[config.mk]
export PLATFORM = sky130hd
export DESIGN_NAME = uart_rx_param
export DESIGN_NICKNAME = d
export VERILOG_FILES = /design/src/rtl/uart_pkg.sv /design/src/rtl/uart_baud_tick.sv /design/src/rtl/uart_rx_param.sv
export SDC_FILE = /design/constraint.sdc
export NUM_CORES = 1
export LEC_CHECK = 0
export BUFFER_PORTS_ARGS = -buffer_cell sky130_fd_sc_hd__buf_2
export CORE_ASPECT_RATIO = 0.9
export CORE_UTILIZATION = 60
export DETAILED_ROUTE_END_ITERATION = 8
export HOLD_SLACK_MARGIN = 0.1
export PLACE_DENSITY = 0.81
export SYNTH_ARGS = -nofsm -noshare
export SYNTH_HDL_FRONTEND = slang
export SYNTH_SLANG_ARGS = --single-unit
[constraint.sdc]
create_clock -name Clock -period 4.85 [get_ports Clock]
set_input_delay 0.7275 -clock Clock [delete_from_list [all_inputs] [get_ports Clock]]
set_output_delay 0.7275 -clock Clock [all_outputs]
set_load 0.02 [all_outputs]
[src/rtl/uart_pkg.sv]
// rtl/uart_pkg.sv - shared state encoding and constants for the parametrised UART receiver
package uart_pkg;

    typedef enum logic [2:0] {
        IDLE,
        START,
        DATA,
        PARITY,
        STOP1,
        STOP2,
        BREAK_WAIT
    } rx_state_t;

    localparam logic [1:0] PAR_NONE = 2'b00;
    localparam logic [1:0] PAR_ODD  = 2'b01;
    localparam logic [1:0] PAR_EVEN = 2'b10;

    localparam int         OVERSAMPLE  = 16;
    localparam logic [3:0] MID_LO      = 4'd7;
    localparam logic [3:0] MID_HI      = 4'd9;
    localparam logic [3:0] LAST_SAMPLE = 4'(OVERSAMPLE - 1);

    // Two-out-of-three vote used for every bit decision
    function automatic logic maj3(input logic a, input logic b, input logic c);
        return (a & b) | (a & c) | (b & c);
    endfunction

endpackage

[src/rtl/uart_baud_tick.sv]
// rtl/uart_baud_tick.sv - oversample tick generator, one tick every div+1 clocks while enabled
module uart_baud_tick #(
    parameter int DIV_W = 16
) (
    input  logic             clk,
    input  logic             rst,
    input  logic             en,
    input  logic             reload,
    input  logic [DIV_W-1:0] div,
    output logic             tick
);

    logic [DIV_W-1:0] cnt;

    assign tick = en && (cnt == div);

    // Divisor counter: restarts on reload, parks at zero while disabled
    always_ff @(posedge clk or posedge rst) begin
        if (rst) begin
            cnt <= '0;
        end else if (reload || !en) begin
            cnt <= '0;
        end else if (cnt == div) begin
            cnt <= '0;
        end else begin
            cnt <= cnt + 1'b1;
        end
    end

endmodule

[src/rtl/uart_rx_param.sv]
// rtl/uart_rx_param.sv - 16x oversampling UART receiver, optional break detect via UART_RX_BREAK_DETECT_EN
module uart_rx_param
    import uart_pkg::*;
#(
    parameter int DATA_W = 8,
    parameter int DIV_W  = 16
) (
    input  logic              Clock,
    input  logic              Reset,
    input  logic              DataTx,
    input  logic [DIV_W-1:0]  BaudDiv,
    input  logic [1:0]        ParityType,
    input  logic              StopBits,
    output logic [DATA_W-1:0] Data,
    output logic              Valid,
    input  logic              Ready,
    output logic              ParityError,
    output logic              FrameError,
    output logic              Overrun,
    output logic              Break,
    output logic              Busy
);

    rx_state_t         state;
    logic              rx_meta, rx_sync, rx_prev;
    logic              start_det, tick, bit_val;
    logic [3:0]        sample_cnt, bit_cnt;
    logic              s7, s8;
    logic [DATA_W-1:0] shift_reg;
    logic              par_bit, stop1_ok;
    logic [DIV_W-1:0]  div_l;
    logic [1:0]        par_l;
    logic              two_stop_l;
    logic              par_en, final_stop, stop_ok, frame_perr;
    logic              done;
    logic [DATA_W-1:0] frm_data;
    logic              frm_perr, frm_ferr;
`ifdef UART_RX_BREAK_DETECT_EN
    logic              frame_brk, frm_brk, brk_q;
`endif

    // Two-flop synchroniser plus one history flop for falling-edge detection
    always_ff @(posedge Clock or posedge Reset) begin
        if (Reset) begin
            rx_meta <= 1'b1;
            rx_sync <= 1'b1;
            rx_prev <= 1'b1;
        end else begin
            rx_meta <= DataTx;
            rx_sync <= rx_meta;
            rx_prev <= rx_sync;
        end
    end

    assign start_det  = (state == IDLE) && rx_prev && !rx_sync;
    assign Busy       = (state != IDLE);
    assign bit_val    = maj3(s7, s8, rx_sync);
    assign par_en     = (par_l == PAR_ODD) || (par_l == PAR_EVEN);
    assign final_stop = (sample_cnt == MID_HI) &&
                        ((state == STOP2) || ((state == STOP1) && !two_stop_l));
    assign stop_ok    = (state == STOP2) ? (stop1_ok & bit_val) : bit_val;
    assign frame_perr = par_en && ((^shift_reg ^ par_bit) != (par_l == PAR_ODD));
`ifdef UART_RX_BREAK_DETECT_EN
    assign frame_brk  = (shift_reg == '0) && !(par_en && par_bit) &&
                        ((state == STOP2) ? (!stop1_ok && !bit_val) : !bit_val);
`endif

    uart_baud_tick #(.DIV_W(DIV_W)) u_tick (
        .clk    (Clock),
        .rst    (Reset),
        .en     (Busy),
        .reload (start_det),
        .div    (div_l),
        .tick   (tick)
    );

    // Receive FSM: latch config at start, vote at mid-bit, advance at bit boundary
    always_ff @(posedge Clock or posedge Reset) begin
        if (Reset) begin
            state      <= IDLE;
            sample_cnt <= '0;
            bit_cnt    <= '0;
            s7         <= 1'b1;
            s8         <= 1'b1;
            shift_reg  <= '0;
            par_bit    <= 1'b0;
            stop1_ok   <= 1'b0;
            div_l      <= '0;
            par_l      <= PAR_NONE;
            two_stop_l <= 1'b0;
            done       <= 1'b0;
            frm_data   <= '0;
            frm_perr   <= 1'b0;
            frm_ferr   <= 1'b0;
`ifdef UART_RX_BREAK_DETECT_EN
            frm_brk    <= 1'b0;
`endif
        end else begin
            done <= 1'b0;
            if (start_det) begin
                state      <= START;
                sample_cnt <= '0;
                bit_cnt    <= '0;
                div_l      <= BaudDiv;
                par_l      <= ParityType;
                two_stop_l <= StopBits;
            end
`ifdef UART_RX_BREAK_DETECT_EN
            else if (state == BREAK_WAIT) begin
                if (tick) begin
                    if (!rx_sync) begin
                        sample_cnt <= '0;
                    end else if (sample_cnt == LAST_SAMPLE) begin
                        sample_cnt <= '0;
                        state      <= IDLE;
                    end else begin
                        sample_cnt <= sample_cnt + 4'd1;
                    end
                end
            end
`endif
            else if (tick) begin
                sample_cnt <= sample_cnt + 4'd1;
                if (sample_cnt == MID_LO)         s7 <= rx_sync;
                if (sample_cnt == MID_LO + 4'd1)  s8 <= rx_sync;
                if (sample_cnt == MID_HI) begin
                    case (state)
                        START: begin
                            if (bit_val) begin
                                state      <= IDLE;
                                sample_cnt <= '0;
                            end
                        end
                        DATA: begin
                            shift_reg <= {bit_val, shift_reg[DATA_W-1:1]};
                            bit_cnt   <= bit_cnt + 4'd1;
                        end
                        PARITY:  par_bit  <= bit_val;
                        STOP1:   stop1_ok <= bit_val;
                        default: ;
                    endcase
                end
                if (final_stop) begin
                    done       <= 1'b1;
                    frm_data   <= shift_reg;
                    frm_perr   <= frame_perr;
                    frm_ferr   <= !stop_ok;
                    sample_cnt <= '0;
`ifdef UART_RX_BREAK_DETECT_EN
                    frm_brk    <= frame_brk;
                    state      <= frame_brk ? BREAK_WAIT : IDLE;
`else
                    state      <= IDLE;
`endif
                end
                if (sample_cnt == LAST_SAMPLE) begin
                    case (state)
                        START:   state <= DATA;
                        DATA:    if (bit_cnt == 4'(DATA_W)) state <= par_en ? PARITY : STOP1;
                        PARITY:  state <= STOP1;
                        STOP1:   state <= STOP2;
                        default: ;
                    endcase
                end
            end
        end
    end

    // Holding register: load on completion unless a word is still waiting
    always_ff @(posedge Clock or posedge Reset) begin
        if (Reset) begin
            Data        <= '0;
            Valid       <= 1'b0;
            ParityError <= 1'b0;
            FrameError  <= 1'b0;
            Overrun     <= 1'b0;
        end else if (done) begin
            if (!Valid || Ready) begin
                Data        <= frm_data;
                ParityError <= frm_perr;
                FrameError  <= frm_ferr;
                Valid       <= 1'b1;
                if (Valid) Overrun <= 1'b0;
            end else begin
                Overrun <= 1'b1;
            end
        end else if (Valid && Ready) begin
            Valid   <= 1'b0;
            Overrun <= 1'b0;
        end
    end

`ifdef UART_RX_BREAK_DETECT_EN
    // Break flag follows the frame load and drops on an accepted handshake
    always_ff @(posedge Clock or posedge Reset) begin
        if (Reset) begin
            brk_q <= 1'b0;
        end else if (done && (!Valid || Ready)) begin
            brk_q <= frm_brk;
        end else if (Valid && Ready) begin
            brk_q <= 1'b0;
        end
    end
    assign Break = brk_q;
`else
    assign Break = 1'b0;
`endif

endmodule

# Yosys cells after proc, flatten, opt, wreduce, memory -nomap -nowiden
# Cells that the tools add are included.
# totals
mem_bits_rw	0
n_memories	0
latch_bits	0
ff_bits	84
mem_bits_ro	0
in_bits	23
word_cells	116
# classes
n_lt_le_gt_ge	0
n_mul	0
shift	0
reduce_logical	33
n_bitwise	8
div_mod_pow	0
eq_ne	16
add_sub_neg	3
mux	32
# ops
op	count
$mux W4	10
$mux W16	2
$mux W3	9
$add A16 B1 Y16 const B	1
$eq A16 B16 Y1	1
$eq A4 B4 Y1 const B	4
$pmux W3 S4	1
$reduce_and A3 Y1	4
$reduce_and A4 Y1	3
$mux W1	10
$add A4 B1 Y4 const B	2
$reduce_bool A2 Y1	4
$reduce_xor A8 Y1	1
$logic_and A1 B1 Y1	7
$eq A3 B2 Y1 const B	2
$eq A3 B3 Y1 const B	2
$reduce_and A2 Y1	3
$logic_not A1 Y1	5
$and A1 B1 Y1	4
$eq A4 B3 Y1 const B	1
$logic_or A1 B1 Y1	4
$eq A3 B1 Y1 const B	1
$logic_not A3 Y1	1
$ne A3 B3 Y1 const B	1
8 further kinds	9

# Logic depth before layout (Yosys ltp)
# logic_depth
ltp_word	12
mapped_depth	8
mapped_depth_nobuf	7

# Hierarchy
# A second synthesis with hierarchy kept.
# unflattened
cells_unflattened	367
area_unflattened_um2	4020.1
# modules_own_cells
module	cells_per_inst	instances	seq_area_each_um2	area_each_um2
uart_rx_param	266	1	1707.9	3024.2
uart_baud_tick	101	1	400.4	996.0

# Worst setup path after synthesis
# Ideal clock, no wire load.
# synth_path
path_type	reg-to-reg
startpoint	reg sample_cnt[1]
endpoint	reg frm_data[0]
stages_incl_launch_ff	7
path_buffers	0
setup_time_ns	0.125
setup_slack_ns	2.858
arrival_time_ns	1.867
required_ns	4.725
path_cell_list	dfrtp_1 > inv_1 > ha_1 > nand3b_1 > or3b_2 > nor2_4 > mux2_2
# synth_between
elab_chain_len	3
# synth_rtl
element	line	rtl
from (decl)	uart_rx_param.sv:27	logic [3:0] sample_cnt, bit_cnt;
from (signal assigned)	uart_rx_param.sv:123	sample_cnt <= sample_cnt + 4'd1;
$eq A4 B4 Y1	uart_rx_param.sv:59	assign final_stop = (sample_cnt == MID_HI) &&
$logic_and A1 B1 Y1	uart_rx_param.sv:59	
$reduce_and A3 Y1 (no line)	-	
to (signal assigned)	uart_rx_param.sv:145	frm_data <= shift_reg;
to (decl)	uart_rx_param.sv:36	logic [DATA_W-1:0] frm_data;
# No other way between the ends.
# A chain may end at the register's enable or synchronous reset.

# Worst setup path in the final report
# layout_path
startpoint	reg u_tick.cnt[6]
endpoint	reg shift_reg[0]
# layout_between
elab_chain_len	3
# layout_rtl
element	line	rtl
from (decl)	uart_baud_tick.sv:13	logic [DIV_W-1:0] cnt;
from (signal assigned)	uart_baud_tick.sv:26	cnt <= cnt + 1'b1;
$eq A16 B16 Y1	uart_baud_tick.sv:15	assign tick = en && (cnt == div);
$logic_and A1 B1 Y1	uart_baud_tick.sv:15	
$reduce_and A4 Y1 (no line)	-	
to (signal assigned)	uart_rx_param.sv:135	shift_reg <= {bit_val, shift_reg[DATA_W-1:1]};
to (decl)	uart_rx_param.sv:29	logic [DATA_W-1:0] shift_reg;
# No other way between the ends.

==> flow_summary.json <==
{
  "detailed_place_hpwl_um": 5235,
  "yosys_synthesis_warning_count": 0,
  "area_leader_netlist": "sky130_fd_sc_hd__dfrtp_1",
  "fp.dieArea_um2": 6899,
  "crit_path_end_kind": "flip-flop",
  "synth.cell_area_um2": 3943,
  "grt_start_max_net_pins": 47,
  "status": "finished clean",
  "drt-initial-drc-count": 155,
  "timing_hold_violations_final": 0,
  "core_occupancy_in_the_finished_layout": 0.7045,
  "finalCritPeriodShare": 0.5505,
  "hold_class": "reg2reg",
  "finalClockSkew_ps": 10.21,
  "cts_max_level": 3,
  "critPathKind": "reg2reg",
  "worst_hold_slack_ps": 362.2,
  "clock_tree.buffer_depth": 2,
  "synth_cells": 362,
  "maxClockFrequency_mhz": 374.5,
  "number_of_synthesized_flops_with_an_enable_pin": 0,
  "final_cells": 493,
  "crit-reg2reg-launch": "u_tick.cnt[6]$_DFF_PP0_",
  "syn_area_per_cell_um2": 10.89,
  "grt_first_pass_wirelength_um": 12720,
  "flow.area_growth_from_synthesis_pct": 11.08,
  "antennaDiodeCount": 0,
  "leading_post_synthesis_cells_by_instance_count": "sky130_fd_sc_hd__dfrtp_1 (79), sky130_fd_sc_hd__nand2_1 (68), sky130_fd_sc_hd__mux2_2 (31), sky130_fd_sc_hd__xor2_1 (22), sky130_fd_sc_hd__nor2_1 (19)",
  "timing_worst_slew_pin_value_ps": 693.3,
  "root_buffer": "sky130_fd_sc_hd__clkbuf_8",
  "final_net_count": 431,
  "synth-main-ff-cell": "sky130_fd_sc_hd__dfrtp_1",
  "finalWeightedCongestion": 0.8819,
  "row_count": 27,
  "netlist-cell-type-count": 50,
  "grtUsageMet3": 0.07484,
  "register_clock_pin_slew_on_the_reported_worst_setup_and_hold_paths_ps": 70,
  "global_route.usage.total": 0.2449,
  "detail_route.vias_per_cell": 5.538,
  "grt_pass1_vias": 2739,
  "total_power_uw": 1509,
  "startpoint_type": "flip-flop",
  "numCtsBuffers": 9,
  "grt_overflow": 0,
  "grt_util_met2": 0.3781,
  "setup_total_negative_slack_ps": 0,
  "post_cts.resized_instances": 0,
  "antenna_violations_before_repair": 0,
  "core_um2": 6216,
  "drc_errors": 0,
  "largest_registers": "div_l: 16 flops, u_tick.cnt: 16 flops",
  "grt_setup_unrepaired": "no",
  "number_of_buffers_added_for_setup_after_cts": 0,
  "clock_sink_count": 84,
  "final.min_clock_period_ps": 2670,
  "drive_above_1_share": 0.2512,
  "power.density_nw_per_um2": 344.6,
  "synth_largest_type_area_fraction": 0.5014,
  "dieWidth_um": 87.45,
  "leakage_uw": 0.002128,
  "asyncSetResetFlopFracSynth": 1.000,
  "drv_cap": 0,
  "timing.hold.worst.start": "rx_meta$_DFF_PP1_",
  "synth_fp_nets": 392,
  "drt_wl_total_um": 7445,
  "num_vias": 2730,
  "drt.antenna.violating_nets": 0,
  "drt_pre_antenna_iters": 4,
  "worst_relative_slew_slack": 0.5367,
  "placedCellCount": 477,
  "slew_viol_final": 0,
  "io_buffers": 35,
  "dieHeight_um": 78.90,
  "required_ps": 5080,
  "seq_area_frac_synth": 0.5348,
  "crit_path_start": "u_tick.cnt[6]$_DFF_PP0_",
  "critical_path_fanouts_max": 24,
  "postCtsHoldBufs": 0,
  "worstPathArrival_ps": 2900,
  "busiest_layer": "met2",
  "irDropWorstVdd_mv": 0.2089,
  "post_drt_wl_per_cell_um": 15.10,
  "initial_utilization": 0.6343,
  "flip_flop_and_latch_count_after_synthesis": 84,
  "synth_top_area_cells": "sky130_fd_sc_hd__dfrtp_1 (50%), sky130_fd_sc_hd__mux2_2 (8.9%), sky130_fd_sc_hd__nand2_1 (6.5%)",
  "design.portCount": 37,
  "global_route.usage.met1": 0.3340,
  "cts_tree": "done",
  "yosysMostFrequentCell": "sky130_fd_sc_hd__dfrtp_1",
  "setup_viol": 0,
  "clk-insertion-delay-late_ps": 350
}
final cells by class:
type                       count  area [um^2]
sequential                    84         2108
multi-input combinational    256         1744
fill                         486         1837
tap                           87        108.9
timing repair buffer          39        205.2
inverter                      11        42.54
clock buffer                  12        145.1
clock inverter                 4        25.02
cell usage in the layout, fill, tap and decap left out, drive strengths merged, types with 5 or more instances in the layout:
| cell | n |
|---|---|
| and3 | 5 |
| xnor2 | 17 |
| buf | 39 |
| nand3 | 10 |
| nor2 | 21 |
| xor2 | 22 |
| o21ai | 7 |
| dfrtp | 79 |
| inv | 9 |
| ha | 7 |
| nand2b | 7 |
| a21oi | 7 |
| mux2 | 32 |
| nand2 | 68 |
| nor3 | 9 |
| nor4 | 10 |
| dfstp | 5 |
| clkbuf | 12 |
critical path: stages, from the launching register on:
cell                      delay [ps]
sky130_fd_sc_hd__dfrtp_1         430
sky130_fd_sc_hd__xor2_1          180
sky130_fd_sc_hd__nor4_2          370
sky130_fd_sc_hd__nand4_2         610
sky130_fd_sc_hd__nor2_2          580
sky130_fd_sc_hd__mux2_2          390
power by group:
group / internal [uW] / switching (uW) / total, uW
Sequential: 770 / 66.7 / 836
Clock: 199 / 234 / 433
Combinational: 101 / 139 / 240
Total: 1070 / 440 / 1510
per-layer routing:
| layer | wire, um | share of wire |
|---|---|---|
| met5 | 0 | 0 |
| met4 | 104 | 0.014 |
| met3 | 330 | 0.044 |
| met2 | 3428 | 0.46 |
| met1 | 3581 | 0.48 |
cells by family after synthesis:
kind of cell | after synthesis | share of synthesized area
mux | 32 | 0.09140
xor+xnor | 39 | 0.08664
buf+inv | 22 | 0.02285
simple gates | 147 | 0.1895
other cells | 1 | 0.0009512
flops | 84 | 0.5348
compound gates | 29 | 0.04919
fa+ha+maj | 8 | 0.02475
per-stage QoR:
step           setup slack [ps]  area (um^2)
2_1_floorplan              1966         3943
3_3_place_gp               2329         4209
3_5_place_dp               2212         4209
4_1_cts                    2200         4379
5_1_grt                    2030         4379
6_report                   2180         4379
worst paths after layout:
kind | to | slack (ps) | cells after the start
max | shift_reg[0]$_DFFE_PP0P_ | 2180 | 5
max in group asynchronous | s7$_DFFE_PP1P_ | 3400 | 3
min | rx_sync$_DFF_PP1_ | 360 | 0
max reg2reg | shift_reg[0]$_DFFE_PP0P_ | 2180 | 5
min reg2reg | rx_sync$_DFF_PP1_ | 360 | 0
min in group asynchronous | done$_DFF_PP0_ | 440 | 2
Power figures use the tool's default switching activity.
